--- config.mk ---
export PLATFORM = sky130hd
export DESIGN_NAME = stream_arb
export DESIGN_NICKNAME = d
export VERILOG_FILES = /design/src/rtl/stream_arb_pkg.sv /design/src/rtl/stream_arb_rr_pick.sv /design/src/rtl/stream_arb.sv
export SDC_FILE = /design/constraint.sdc
export NUM_CORES = 1
export LEC_CHECK = 0
export CAP_MARGIN = 20
export CORE_UTILIZATION = 39
export CTS_CLUSTER_DIAMETER = 100
export DETAILED_ROUTE_END_ITERATION = 16
export HOLD_SLACK_MARGIN = 0.02
export PLACE_DENSITY_LB_ADDON = 0.15
export SYNTH_ARGS = -nofsm -noshare
export SYNTH_HDL_FRONTEND = slang
export SYNTH_SLANG_ARGS = --single-unit
--- constraint.sdc ---
create_clock -name clk -period 6.5 [get_ports clk]
set_clock_uncertainty 0.15 [all_clocks]
set_input_delay 0.975 -clock clk [delete_from_list [all_inputs] [get_ports clk]]
set_output_delay 0.975 -clock clk [all_outputs]
set_load 0.01 [all_outputs]
--- src/rtl/stream_arb_pkg.sv ---
// Shared helpers for the stream arbiter and the blocks that reuse its round-robin picker.
package stream_arb_pkg;

   function automatic int id_width(input int n);
      return (n > 1) ? $clog2(n) : 1;
   endfunction

   function automatic bit check_param(input int n);
      return n >= 1;
   endfunction

endpackage

--- src/rtl/stream_arb_rr_pick.sv ---
// Combinational round-robin picker: first requester at or after ptr, searched cyclically.
module rr_pick
   import stream_arb_pkg::*;
#(
   parameter  int N  = 4,
   localparam int IW = id_width(N)
) (
   input  logic [N-1:0]  req,
   input  logic [IW-1:0] ptr,
   output logic [IW-1:0] grant,
   output logic          gvalid
);

   logic [2*N-1:0] dbl;

   assign dbl = {req, req};

   // Doubling the request vector turns the cyclic search into a linear one from ptr.
   always_comb begin
      int  pos;
      bit  found;
      grant  = '0;
      gvalid = |req;
      found  = 1'b0;
      for (int j = 0; j < N; j++) begin
         pos = int'(ptr) + j;
         if (!found && dbl[pos]) begin
            found = 1'b1;
            grant = (pos >= N) ? IW'(pos - N) : IW'(pos);
         end
      end
   end

endmodule

--- src/rtl/stream_arb.sv ---
// N:1 round-robin valid-ready stream arbiter with a registered output beat and source id.
// Optional CXU_STREAM_ARB_BURST_EN adds i_last and holds the grant until a burst's last beat.
module stream_arb
   import stream_arb_pkg::*;
#(
   parameter  int W  = 32,
   parameter  int N  = 4,
   localparam int IW = id_width(N)
) (
   input  logic                clk,
   input  logic                rst,
   input  logic                clk_en,
   input  logic [N-1:0]        i_valid,
   output logic [N-1:0]        i_ready,
   input  logic [N-1:0][W-1:0] i,
`ifdef CXU_STREAM_ARB_BURST_EN
   input  logic [N-1:0]        i_last,
`endif
   output logic                o_valid,
   input  logic                o_ready,
   output logic [W-1:0]        o,
   output logic [IW-1:0]       o_id
);

   localparam bit PARAM_OK = check_param(N) && (W > 0);

   if (!PARAM_OK) begin : g_bad_param
      $error("stream_arb: N and W must both be at least 1");
   end

   logic [IW-1:0] ptr;
   logic [IW-1:0] rr_grant;
   logic          rr_gvalid;
   logic [IW-1:0] grant;
   logic          gvalid;
   logic          accept;
   logic          take;
   logic [IW-1:0] next_ptr;

   rr_pick #(.N(N)) u_pick (
      .req    (i_valid),
      .ptr    (ptr),
      .grant  (rr_grant),
      .gvalid (rr_gvalid)
   );

`ifdef CXU_STREAM_ARB_BURST_EN
   logic          lock;
   logic [IW-1:0] lock_id;

   // A locked burst owns the output; a gap in its valid stalls rather than switches.
   assign grant  = lock ? lock_id : rr_grant;
   assign gvalid = lock ? i_valid[lock_id] : rr_gvalid;
`else
   assign grant  = rr_grant;
   assign gvalid = rr_gvalid;
`endif

   assign accept   = !o_valid || o_ready;
   assign take     = accept && gvalid;
   assign next_ptr = (grant == IW'(N - 1)) ? '0 : grant + 1'b1;

   // Ready is withheld during reset so no source sees a handshake that reset discards.
   always_comb begin
      i_ready = '0;
      if (!rst && take) begin
         i_ready[grant] = 1'b1;
      end
   end

   always_ff @(posedge clk) begin
      if (rst) begin
         o_valid <= 1'b0;
         o       <= '0;
         o_id    <= '0;
         ptr     <= '0;
`ifdef CXU_STREAM_ARB_BURST_EN
         lock    <= 1'b0;
         lock_id <= '0;
`endif
      end else if (clk_en) begin
         if (take) begin
            o       <= i[grant];
            o_id    <= grant;
            o_valid <= 1'b1;
`ifdef CXU_STREAM_ARB_BURST_EN
            if (i_last[grant]) begin
               lock <= 1'b0;
               ptr  <= next_ptr;
            end else begin
               lock    <= 1'b1;
               lock_id <= grant;
            end
`else
            ptr     <= next_ptr;
`endif
         end else if (o_ready) begin
            o_valid <= 1'b0;
         end
      end
   end

endmodule

### After elaboration in Yosys (flattened, before gate mapping)

Index checks and enable logic that the tools add are counted.
Widths: inputs -> output; s select.

* flip-flop bits (word level): 37
* latch bits: 0
* memory bits (writable): 0
* bits in read-only memories: 0
* input bits: 136
* output and inout bits: 39
* word-level logic and storage cells: 69
* memories: 0

* add/subtract/negate cells: 8
* multiply operators: 0
* divide/modulo/power cells: 0
* $lt $le $gt $ge: 10
* eq/ne operators: 1
* shifts and indexed selects: 0
* mux-type cells: 30
* bitwise operators: 0
* reductions and logical operators: 16

Operators by type and width (count)
* $bmux 32 s2: 1
* $mux 32: 1
* $mux 2: 9
* $mux 1: 13
* $lt 3x4->1 const B: 3
* $bmux 1 s3: 3
* $ge 3x3->1 const B: 3
* $sub 2x1->2 const B: 4
* $add 2x2->3 const B: 2
* $logic_and 1x1->1: 6
* $logic_not 1->1: 5
* $lt 2x4->1 const B: 1
* $mux 4: 1
* $reduce_and 2->1: 2
* $reduce_or 4->1: 1
* $add 2x1->3 const B: 1
* $ge 2x3->1 const B: 1
* $lt 2x3->1 const B: 1
* $add 2x1->2 const B: 1
* $bmux 1 s2: 1
* $demux 1 s2: 1
* $eq 2x2->1 const B: 1
* $ge 2x1->1 const B: 1
* $reduce_bool 2->1: 1
* $logic_or 1x1->1: 1

### Depth between registers and ports, before layout

Gate-level depths: netlist of run 1.

* word-level depth: 17
* gate-level depth with buffers: 10
* mapped depth without buffers: 8

### Hierarchy

A second synthesis of run 1 with hierarchy kept.

* cell total of the unflattened synthesis: 165
* area total of the unflattened synthesis: 2187.1 µm²

By module, submodules not included
* stream_arb: times used 1, cells each 153, area each 2113.3 µm², sequential area each 740.7 µm²
* rr_pick: times used 1, cells each 12, area each 73.8 µm², sequential area each 0.0 µm²

### Worst setup path after synthesis of run 1

Ideal clock, no wire load.

* kind: input -> output
* start point: input i_valid[1]
* end point: output i_ready[3]
* data arrival time: 2401 ps
* data required time: 5375 ps
* slack: 2974 ps
* stages on the path: 9
* buffers on the path: 2
* path through: a21boi_0 a2bb2oi_2 nand2_1 inv_1 buf_2 buf_2 ha_1 inv_1 nor2_1

* cells in the longest elaborated chain, start to end: 17
* elaborated cells between the ends (all ways): 33
* those cells by class: order compare (2); mux (21); reduce/logical (10)

Ends and longest elaborated chain
* from (decl): RTL line stream_arb.sv:13 `input logic [N-1:0] i_valid,`
* $bmux 1 s2: RTL line stream_arb_rr_pick.sv:27 `if (!found && dbl[pos]) begin`
* $mux 1 (implied by the code): RTL line stream_arb_rr_pick.sv:27
* $mux 1: RTL line stream_arb_rr_pick.sv:27
* $logic_not 1->1: RTL line stream_arb_rr_pick.sv:27
* $logic_and 1x1->1: RTL line stream_arb_rr_pick.sv:27
* $mux 1: RTL line stream_arb_rr_pick.sv:27
* $logic_not 1->1: RTL line stream_arb_rr_pick.sv:27
* $logic_and 1x1->1: RTL line stream_arb_rr_pick.sv:27
* $mux 1: RTL line stream_arb_rr_pick.sv:27
* $logic_not 1->1: RTL line stream_arb_rr_pick.sv:27
* $logic_and 1x1->1: RTL line stream_arb_rr_pick.sv:27
* $mux 2: RTL line stream_arb_rr_pick.sv:27
* $lt 2x3->1 (implied by the code) or $ge 2x1->1 (tied branches): RTL line stream_arb.sv:67 `i_ready[grant] = 1'b1;`
* $logic_and 1x1->1 (implied by the code): RTL line stream_arb.sv:67
* $mux 1 (implied by the code): RTL line stream_arb.sv:67
* $demux 1 s2: RTL line stream_arb.sv:67
* $mux 4 (*): RTL line stream_arb.sv:66 `if (!rst && take) begin`
* to (decl): RTL line stream_arb.sv:14 `output logic [N-1:0] i_ready,`

Mark *: on every way between the ends. The rest lies on a longest branch, timed or not. The select of a mux whose other input is x is not followed.

### Final worst setup path of run 1

* start point: input i_valid[1]
* end point: output i_ready[1]

The elaborated chain is that of the path after synthesis.

==> flow_summary.yaml, run 1 <==
synthesis:
  synth-async-reset-ratio: 0
  ys.flop_type: "dfxtp_1"
  synth_cells: 306
  synth_xor_area_frac: 0
  synth_compound_area_frac: 0.269
  muxShareOfSynthArea: 0.0834
  synth-edff-count: 0
  synth_area_leaders: "dfxtp_1, nor4b_1, nand3_1"
  synth_top_family_by_area: "simple AND/OR/NAND/NOR gates"
  yosys.area_share.simple: 0.284
  synth_cell_types: 37
  ys_seq_area_frac: 0.285
  synth_area_um2: 2600
  syn-num-nets: 443
  synth_top_area_share: 0.285
  synth_area_leader_cell: "dfxtp_1"
  synth_area_per_cell_um2: 8.48
  yosysWarnings: 0
  synth-adder-area-share: 0.00482
  synth_seq_cells: 37
placement:
  dp_hpwl_mm: 6.42
  gp_congestion: 0.786
  io_buffers: 174
pwr:
  power.share.clock: 0.223
  p_sw_frac: 0.324
  leakage_nw: 1.60
  total_power_mw: 0.756
  p_switching_mw: 0.245
  p_seq_frac: 0.357
  comb_power_share: 0.420
  p_per_area_nw_per_um2: 172
  intPower_mw: 0.511
  max-vdd-ir-drop_uv: 116
cells_and_area:
  antenna_cells: 0
  drive_above_1_share: 0.0524
  syn2layout_area_growth_pct: 69.3
  final_util: 0.688
  layout_commonest_cell: "clkdlybuf4s50_1"
  fin_nets: 595
  layout_common_cells: "clkdlybuf4s50_1, nand2_1, dfxtp_1, nor4b_1, nand3_1"
critical_path:
  rr_endpoint: "o[5]$_SDFFE_PP0P_"
  r2r_cells: 6
  cpLargestDelayFamily: "buffers and inverters"
  crit_start: "i_valid[1]"
  cpPeakStageDelay_ps: 570
  cp_num_buf_inv: 3
  critPathCapture: "i_ready[1]"
  critical_path_depth: 7
  reg2reg_slack_ps: 3930
  cpMostUsedCell: "clkdlybuf4s50_1"
  cp_cell_sequence: "clkdlybuf4s50_1, a21boi_0, a2bb2oi_2, nand2_2, buf_4, nor3_1, clkdlybuf4s50_1"
  regToRegStartpoint: "ptr[1]$_SDFFE_PP0P_"
  cp-start-kind: "primary input"
  critPathRequiredTime_ps: 5370
  worst-path-max-fanout: 52
  cp-end-kind: "primary output"
  crit_type: "in2out"
  arrival_ps: 3510
  cp_slowest_cell: "clkdlybuf4s50_1"
floorplan:
  start_util: 0.407
  die_w_um: 83.6
  ios: 175
  core_um2: 6390
  num_rows: 29
  die_y_um: 83.6
  die_area_um2: 6990
sta:
  rsz0062_at_grt: "false"
  worst_slew_pin_slew_ps: 994
  whs_ps: 313
  clock.fmax_ghz: 0.216
  setup_viol: 0
  final-hold-violation-count: 0
  post-route-period-util: 0.712
  fin_tns_setup_ps: 0
  final.min_clock_period_ps: 4630
  relSlewSlack: 0.334
  final_max_slew_viol_count: 0
drt:
  drt_pass1_iterations: 4
  vias_per_cell: 5.87
  routedWlPerCell_um: 17.2
  drt_iter0_markers: 166
  drtAntennaViolNets: 0
  vias: 3140
  drcViolationCount: 0
  drt-total-wl_mm: 9.21
clocking:
  cts_root_buffer: "clkbuf_8"
  cts_sinks: 37
  htree_levels: 2
  cts_tree: "built"
  cts_resized: 0
  cts_buffers: 5
  cts_setup_buffers: 0
  clk_pin_slew_worst_paths_ps: 70
  insertion_delay_ps: 280
  cts_buffer_depth: 2
  cts_hold_buf: 0
global_route:
  antenna_found_initial: 0
  grt.total_usage: 0.258
  grt_pass1_vias: 3044
  grt_max_degree: 53
  gr-total-overflow: 0
  grt_pass1_wl_mm: 14.8
flow_run:
  maxCapViolations: 0
outcome:
  status: "completed"
min_path:
  hold_class: "reg2reg"
[power by group through the flow]
stage | Sequential [mW] | Clock, mW | Combinational, mW
2_1_floorplan | 0.285 | 0 | 0.141
3_3_place_gp | 0.274 | 0 | 0.310
3_5_place_dp | 0.274 | 0 | 0.314
4_1_cts | 0.270 | 0.171 | 0.316
5_1_grt | 0.273 | 0.183 | 0.340
6_report | 0.270 | 0.169 | 0.317
[flip-flops by register name, indices dropped and copies added, names as in the netlist]
| register | cells |
|---|---|
| ptr | 2 |
| o_valid | 1 |
| o_id | 2 |
| o | 32 |
[logic make-up (layout without fill, tap and decap cells)]
| logic type | count (synthesis) | in the layout |
|---|---|---|
| multiplexers | 21 | 21 |
| adder cells (fa/ha/maj) | 1 | 1 |
| buffers and inverters | 38 | 190 |
| AND/OR/NAND/NOR | 124 | 124 |
| AO/OA/AOI/OAI | 85 | 85 |
| flip-flops | 37 | 37 |
[layout make-up]
| class | count | area [µm²] |
|---|---|---|
| Timing Repair Buffer | 179 | 1780 |
| Sequential cell | 37 | 741 |
| Fill cell | 541 | 1990 |
| Inverter | 4 | 15.0 |
| Multi-Input combinational cell | 231 | 1670 |
| Tap cell | 77 | 96.3 |
| Clock buffer | 7 | 86.3 |
[worst min-delay path, cell delays in order, from the launching register on]
cell	delay (ps)
dfxtp_1	310
nand2_1	50
a21oi_1	50
[how the worst min path moves through the flow]
stage / start / to / slack (ps) / cells past startpoint
after floorplan: ptr[1]$_SDFFE_PP0P_ / ptr[1]$_SDFFE_PP0P_ / 330 / 2
after global placement: o_id[0]$_SDFFE_PP0P_ / o_id[0]$_SDFFE_PP0P_ / 300 / 2
after detailed placement: o_id[0]$_SDFFE_PP0P_ / o_id[0]$_SDFFE_PP0P_ / 300 / 2
after CTS: o_id[0]$_SDFFE_PP0P_ / o_id[0]$_SDFFE_PP0P_ / 320 / 2
after global routing: o_id[1]$_SDFFE_PP0P_ / o_id[1]$_SDFFE_PP0P_ / 340 / 2
final: o_id[0]$_SDFFE_PP0P_ / o_id[0]$_SDFFE_PP0P_ / 310 / 2
[through the flow]
stage / worst slack [ps] / std cells / area (µm²)
after global placement: 1940 / 527 / 4300
after detailed placement: 1890 / 527 / 4300
after CTS: 1880 / 534 / 4380
after global routing: 1730 / 535 / 4400
final: 1870 / 535 / 4400
after floorplan: 2970 / 306 / 2600
[synth_stat cells, types with 2 or more instances]
cell type and count:
clkbuf_1 13, buf_2 13, nor4b_1 36, a21boi_0 15
dfxtp_1 37, nor2_1 4, inv_1 4, mux2_2 5
buf_4 2, mux2i_1 16, buf_6 3, o21bai_1 14
a21oi_1 4, nor3_1 3, nand3_1 33, buf_1 3
a311oi_1 14, a221o_1 2, a32oi_1 16, a211oi_1 14
nand2_1 39
[routing by layer]
metal	up-vias	routed length, µm	GRT usage
met5	-	0	0
met4	0	133	0.0601
met3	14	820	0.0564
met2	166	4610	0.465
met1	1465	3640	0.312
li1	1495	-	-
Power figures use the tool's default switching activity.
==> inputs of run 2 (changes only) <==
--- a/config.mk
+++ b/config.mk
@@ -6,7 +6,7 @@
 export NUM_CORES = 1
 export LEC_CHECK = 0
 export CAP_MARGIN = 20
-export CORE_UTILIZATION = 39
+export CORE_UTILIZATION = 33
 export CTS_CLUSTER_DIAMETER = 100
 export DETAILED_ROUTE_END_ITERATION = 16
 export HOLD_SLACK_MARGIN = 0.02
==> constraint.sdc (replaced) <==
create_clock -name clk -period 3.8 [get_ports clk]
set_clock_uncertainty 0.15 [all_clocks]
set_input_delay 0.57 -clock clk [delete_from_list [all_inputs] [get_ports clk]]
set_output_delay 0.57 -clock clk [all_outputs]
set_load 0.01 [all_outputs]
==> flow_summary.yaml, run 2 (synthesis gave the netlist of run 1 again) <==
clocking:
  clk_pin_slew_worst_paths_ps: 80
  htree_levels: 2
  cts_root_buffer: "clkbuf_8"
  cts_buffer_depth: 2
  cts_tree: "built"
  cts_setup_buffers: 0
  cts_sinks: 37
  cts_buffers: 5
  insertion_delay_ps: 280
  cts_resized: 0
  cts_hold_buf: 0
critical_path:
  cp_cell_sequence: "clkdlybuf4s50_1, and2b_1, a221oi_4, nor2_1, ha_1, inv_1, nor2_1, clkdlybuf4s50_1"
  critPathRequiredTime_ps: 3080
  worst-path-max-fanout: 4
  reg2reg_slack_ps: 1530
  cp_slowest_cell: "clkdlybuf4s50_1"
  cp-end-kind: "primary output"
  cpPeakStageDelay_ps: 580
  crit_start: "i_valid[2]"
  crit_type: "in2out"
  cp-start-kind: "primary input"
  arrival_ps: 2660
  regToRegStartpoint: "ptr[1]$_SDFFE_PP0P_"
floorplan:
  num_rows: 31
  die_area_um2: 8230
  die_y_um: 90.7
  ios: 175
  start_util: 0.349
  core_um2: 7450
  die_w_um: 90.7
global_route:
  grt_pass1_vias: 3110
  gr-total-overflow: 0
  grt.total_usage: 0.236
  grt_max_degree: 40
  antenna_found_initial: 0
  grt_pass1_wl_mm: 15.8
placement:
  io_buffers: 174
  placed_area_um2: 4390
  gp_congestion: 0.812
  dp_hpwl_mm: 7.28
sta:
  fin_tns_setup_ps: 0
  final-hold-violation-count: 0
  final_max_slew_viol_count: 0
  clock.fmax_ghz: 0.296
  post-route-period-util: 0.890
  worst_slew_pin_slew_ps: 970
  relSlewSlack: 0.350
  final.min_clock_period_ps: 3380
  setup_viol: 0
  rsz0062_at_grt: "false"
min_path:
  hold_class: "reg2reg"
  holdCritStartpoint: "o_id[1]$_SDFFE_PP0P_"
drt:
  vias_per_cell: 5.54
  drt_pass1_iterations: 4
  drcViolationCount: 0
  drtAntennaViolNets: 0
  routedWlPerCell_um: 17.7
  drt_iter0_markers: 98
  vias: 3131
  drt-total-wl_mm: 9.99
pwr:
  leakage_nw: 1.64
  p_per_area_nw_per_um2: 292
  max-vdd-ir-drop_uv: 138
cells_and_area:
  fillerInstances: 703
  reg.largest.list: "o (32), o_id (2), ptr (2)"
  layout_commonest_cell: "clkdlybuf4s50_1"
  regMostFlops: "o"
  drive_above_1_share: 0.0687
  fin_nets: 603
  layout_common_cells: "clkdlybuf4s50_1, nand2_1, dfxtp_1, nor4b_1, nand3_1"
  fin_area_um2: 4480
  syn2layout_area_growth_pct: 72.5
  antenna_cells: 0
  largest_reg_flops: 32
outcome:
  status: "completed"
flow_run:
  maxCapViolations: 0
## run 2: worst max-delay path: cells and delay by family
kind            cells  cell delay (ps)
simple gates        3              620
buf+inv             3             1170
compound gates      1               90
fa+ha+maj           1              210
## run 2: report_power, final
part | internal [mW] | total, mW | switching [mW] | leakage (nW)
sequential | 0.435 | 0.462 | 0.0270 | 0.305
clock | 0.144 | 0.286 | 0.142 | 0.0443
combinational | 0.303 | 0.558 | 0.255 | 1.29
total | 0.883 | 1.31 | 0.424 | 1.64
## run 2: final cells by class
class	instances	area, µm²	share of cell area
clock buffers	7	86.3	0.0193
inverters	4	15.0	0.00335
multi-input cells	231	1670	0.374
flip-flops and latches	37	741	0.165
well taps	99	124	0.0277
repair buffers	187	1840	0.411
## run 2: routing by layer
layer	GRT usage	wire length, µm
met1	0.278	4230
met2	0.429	4930
met3	0.0581	745
met4	0.0497	76
met5	0	0
## run 2: path summary, 6_finish.rpt
path / cells after the start / to
min reg2reg: 2 / o_id[1]$_SDFFE_PP0P_
max reg2reg: 6 / o[30]$_SDFFE_PP0P_
max: 8 / i_ready[3]
min: 2 / o_id[1]$_SDFFE_PP0P_
## run 2: metrics by stage
step	utilization	worst slack, ps	instances	power [mW]	hold WS (ps)
after floorplan	-	1080	306	0.728	327
after CTS	0.601	434	565	1.32	314
after global routing	0.601	260	565	1.38	337
final	0.601	419	565	1.31	310
after detailed placement	0.590	446	558	1.03	303
after global placement	0.590	495	558	1.02	296
==> inputs of run 3 (changes only) <==
==> constraint.sdc (replaced) <==
create_clock -name clk -period 3.8 [get_ports clk]
set_clock_uncertainty 0.15 [all_clocks]
set_input_delay 0.76 -clock clk [delete_from_list [all_inputs] [get_ports clk]]
set_output_delay 0.76 -clock clk [all_outputs]
set_load 0.01 [all_outputs]
==> flow_summary.yaml, run 3 (synthesis gave the netlist of run 1 again) <==
drt:
  routedWlPerCell_um: 17.4
  vias: 3141
  drcViolationCount: 0
  drt-total-wl_mm: 9.87
  drt_iter0_markers: 100
  vias_per_cell: 5.53
  drtAntennaViolNets: 0
  drt_pass1_iterations: 4
clocking:
  insertion_delay_ps: 290
  cts_sinks: 37
  cts_buffer_depth: 2
  clk_pin_slew_worst_paths_ps: 70
  htree_levels: 2
  cts_buffers: 5
  cts_hold_buf: 0
  cts_setup_buffers: 0
  cts_tree: "built"
  cts_root_buffer: "clkbuf_8"
sta:
  worst_slew_pin_slew_ps: 1020
  final.min_clock_period_ps: 3670
  setup_slack_ps: 128
  final_max_slew_viol_count: 0
  clock.fmax_ghz: 0.272
  fin_tns_setup_ps: 0
  rsz0062_at_grt: "false"
  post-route-period-util: 0.966
  final-hold-violation-count: 0
  setup_viol: 0
  relSlewSlack: 0.313
cells_and_area:
  drive_above_1_share: 0.0768
  layout_commonest_cell: "clkdlybuf4s50_1"
  fin_nets: 605
  layout_common_cells: "clkdlybuf4s50_1, nand2_1, dfxtp_1, nor4b_1, nand3_1"
  antenna_cells: 0
  layout.cells.non_filler: 568
  largest_reg_flops: 32
  reg.largest.list: "o (32), o_id (2), ptr (2)"
  regMostFlops: "o"
  syn2layout_area_growth_pct: 73.2
pwr:
  max-vdd-ir-drop_uv: 155
  leakage_nw: 1.68
  p_per_area_nw_per_um2: 288
floorplan:
  die_w_um: 90.7
  die_area_um2: 8230
  num_rows: 31
  die_y_um: 90.7
  core_um2: 7450
  ios: 175
  start_util: 0.349
critical_path:
  critPathRequiredTime_ps: 2890
  crit_type: "in2out"
  cp-end-kind: "primary output"
  r2r_cells: 6
  regToRegStartpoint: "ptr[0]$_SDFFE_PP0P_"
  arrival_ps: 2760
  worst-path-max-fanout: 16
  rr_endpoint: "o[25]$_SDFFE_PP0P_"
  cp-start-kind: "primary input"
  reg2reg_slack_ps: 1430
placement:
  io_buffers: 174
  place_ws_ps: 76.2
  dp_hpwl_mm: 7.17
  gp_congestion: 0.793
  dp_cells: 560
global_route:
  grt_pass1_wl_mm: 15.5
  grt.total_usage: 0.235
  antenna_found_initial: 0
  gr-total-overflow: 0
  grt_max_degree: 40
  grt_pass1_vias: 3035
outcome:
  status: "completed"
min_path:
  hold_end: "o_id[1]$_SDFFE_PP0P_"
  holdCritStartpoint: "o_id[1]$_SDFFE_PP0P_"
  hold_depth: 2
  hold_class: "reg2reg"
flow_run:
  maxCapViolations: 0
run 3: cell count changes in the layout (fill, tap and decap cells not counted):
| cell | previous run | this run |
|---|---|---|
| and2b_1 | 1 | 0 |
| and2b_2 | 0 | 1 |
| buf_4 | 13 | 15 |
| clkbuf_8 | 6 | 5 |
| clkdlybuf4s50_1 | 174 | 172 |
| clkinv_2 | 0 | 2 |
| dlymetal6s2s_1 | 0 | 2 |
run 3: through the flow:
stage | total power, mW | area, µm² | util | hold WS, ps
after global routing | 1.36 | 4500 | 0.604 | 338
after CTS | 1.31 | 4490 | 0.603 | 311
final | 1.29 | 4500 | 0.604 | 308
after detailed placement | 1.03 | 4410 | 0.592 | 299
after global placement | 1.02 | 4410 | 0.592 | 295
after floorplan | 0.728 | 2600 | - | 327
run 3: layout make-up:
type | count | area, µm²
Clock buffer | 6 | 72.6
Clock inverter | 2 | 10.0
Fill cell | 686 | 2950
Inverter | 4 | 15.0
Multi-Input combinational cell | 231 | 1680
Sequential cell | 37 | 741
Tap cell | 99 | 124
Timing Repair Buffer | 189 | 1860
run 3: where the power goes:
part           leakage, nW  total (mW)  internal (mW)  switching (mW)
combinational         1.33       0.559          0.305           0.254
sequential           0.305       0.463          0.435          0.0278
clock               0.0450       0.273          0.127           0.145
total                 1.68        1.29          0.867           0.427
run 3: worst max-delay path by stage:
| stage | slack (ps) | cells after the start | from | to |
|---|---|---|---|---|
| floorplan | 700 | 9 | i_valid[1] | i_ready[3] |
| global placement | 120 | 8 | i_valid[2] | i_ready[0] |
| detailed placement | 80 | 8 | i_valid[2] | i_ready[0] |
| CTS | 50 | 8 | i_valid[2] | i_ready[0] |
| global route | 20 | 8 | i_valid[1] | i_ready[0] |
| finish | 130 | 8 | i_valid[1] | i_ready[0] |
run 3: repair_timing:
action	CTS	global route
gates resized for setup	0	3
hold endpoints to repair	0	0
setup endpoints to repair	0	2
run 3: routing by layer:
layer / GRT usage / up-vias / part of all wire
li1: - / 1516 / -
met1: 0.281 / 1482 / 0.42
met2: 0.415 / 131 / 0.49
met3: 0.0598 / 12 / 0.074
met4: 0.0618 / 0 / 0.016
met5: 0 / - / 0
run 3: worst max-delay path: stages:
cell and delay [ps]:
clkdlybuf4s50_1 510, and2b_2 270, a2bb2oi_2 190, nand2_2 110
inv_1 120, buf_4 240, nor3_1 80, clkdlybuf4s50_1 490
==> RTL edit: new RTL, config.mk and constraints of run 2 <==
`N` is set to 4 in 2 places; all go to 5.
--- a/src/rtl/stream_arb_rr_pick.sv
+++ b/src/rtl/stream_arb_rr_pick.sv
@@ -4,3 +4,3 @@
 #(
-   parameter  int N  = 4,
+   parameter  int N  = 5,
    localparam int IW = id_width(N)
--- a/src/rtl/stream_arb.sv
+++ b/src/rtl/stream_arb.sv
@@ -6,3 +6,3 @@
    parameter  int W  = 32,
-   parameter  int N  = 4,
+   parameter  int N  = 5,
    localparam int IW = id_width(N)
Ports: changed (resized i, i_ready, i_valid and o_id); port bits go from 175 to 210. The function was not compared with the original's and may differ.
==> RTL edit against run 2 <==
  * The flow now finishes with violations (setup timing)
  * Synthesized area increased by 76%
  * Worst setup slack got worse by 0.44 ns
  * Sequential cell count increased by 2
  * Cell area increased by 64%
  * Wire length increased by 83%
  * Largest cell class is now multi-input combinational cells
  * Total power increased to 4.4 times the old value
  * Non-clock buffer count increased by 77
  * Highest routed layer unchanged
  * First-iteration DRC count increased to 4.6 times the old value
  * Critical path type is now reg -> out
==> RTL edit: results (changes against run 2) <==
Run status
  – Status: complete, but fails checks (was complete, no violations)
  – Failing checks: setup timing

Critical path
  – CP max-delay cell: a221o_1 (was clkdlybuf4s50_1)
  – Worst R2R End: o[29] (was o[30])
  – CP peak stage delay: 0.44 ns (was 0.58 ns)
  – Setup crit end: i_ready[2] (was i_ready[3])
  – Worst Reg-to-Reg Cells: 15 (was 6)
  – Setup crit start: ptr[0] (was i_valid[2])
  – Crit-path leading delay family: compound AO/OA/AOI/OAI gates (was buffers and inverters)
  – R2R setup slack: 0.15 ns (was 1.53 ns)
  – Worst endpoint data arrival time: 3.10 ns (was 2.66 ns)

Synth
  – Post-synthesis cell type count: 59 (was 37)
  – Syn nets: 764 (was 443)
  – Area contributors post-synth: dfxtp_1 17%, nor3b_1 11%, o21a_1 11% (was dfxtp_1 29%, nor4b_1 12%, nand3_1 6.4%)
  – Xor/xnor share of the synthesized area: 1.56% (was 0%)
  – Compound-gate portion of the synthesized area: 29.7% (was 26.9%)
  – Cells after synthesis: 586 (was 306)
  – Main flop type after synthesis: dfxtp_1 (unchanged)
  – Commonest cells post-synth: 66 x nor3b_1, 64 x o21a_1, 58 x o211ai_1 (was 39 x nand2_1, 37 x dfxtp_1, 36 x nor4b_1)
  – Multiplexer area fraction after synthesis: 5.28% (was 8.34%)

STA
  – Worst-margin pin slew: 0.789 ns (was 0.970 ns)
  – Post-route setup slack: -0.0237 ns (was 0.419 ns)
  – Setup-failing EPs final: 3 (was 0)

GRT
  – Vias in the first global route: 5153 (was 3110)
  – Largest net degree at the start of global routing: 73 (was 40)
  – Met3 capacity usage during global routing: 3.61% (was 5.81%)
  – GRT met1 Usage: 34.0% (was 27.8%)
  – Global Route Usage Sum: 24.6% (was 23.6%)
  – First-pass GRT wire length: 28200 µm (was 15800 µm)

Layout
  – Biggest regs: o: 32 flops, o_id: 3 flops, ptr: 3 flops (was o: 32 flops, o_id: 2 flops, ptr: 2 flops)
  – Layout cells sized above 1: 15.9% (was 6.87%)

Routing
  – Via count: 5448 (was 3131)
  – DR pass1 iterations: 5 (was 4)
  – DR WL met2: 8400 µm (was 4930 µm)
  – Detailed Route Iter0 Violations: 448 (was 98)
  – DR WL met3: 1110 µm (was 745 µm)

Power and ir drop
  – Switch share: 52.0% (was 32.4%)
  – Worst vdd ir: 906 µV (was 138 µV)
  – Lkg Pwr: 2.73 nW (was 1.64 nW)
  – Share of power burned in combinational logic: 82.1% (was 42.7%)
  – Sequential Power Share: 10.3% (was 35.4%)

Worst hold path
  – Hold Startpoint: o[18] (was o_id[1])
  – Worst hold endpoint: o[18] (was o_id[1])

Placement
  – Global placer's final weighted congestion: 0.867 (was 0.812)
  – Final HPWL DP: 13000 µm (was 7280 µm)
  – Port bufs: 209 (was 174)

Clocking
  – Root Driver: clkbuf_16 (was clkbuf_8)
==> RTL edit: what timing repair did <==
item	in CTS	in global routing
endpoints found under the setup margin	6	20
pin swaps	5	6
setup buffers	6	0
resized for setup	26	22
==> RTL edit: area by class of cell <==
class                   instances  area (µm²)
inverters                       8        35.0
multi-input cells             471        3600
well taps                     176         220
fillers                      1211        6060
clock inverters                 3        23.8
repair buffers                264        2550
clock buffers                   5         125
flip-flops and latches         39         786
==> RTL edit: tightest hold or removal path: stages, from the launching register on <==
cell	delay [ns]
dfxtp_1	0.32
nand2_1	0.05
nand4_1	0.07
==> RTL edit: stage by stage <==
step	hold WS [ns]	power [mW]	area [µm²]	setup WS [ns]	TNS, ns
after floorplan	0.338	3.81	4710	-0.0718	-0.282
after global placement	0.307	4.89	7040	-0.353	-2.87
after detailed placement	0.311	4.96	7040	-0.418	-6.04
after CTS	0.328	5.61	7280	-0.0802	-0.102
after global routing	0.348	6.15	7340	-0.0999	-0.363
final	0.324	5.74	7340	-0.0237	-0.0513
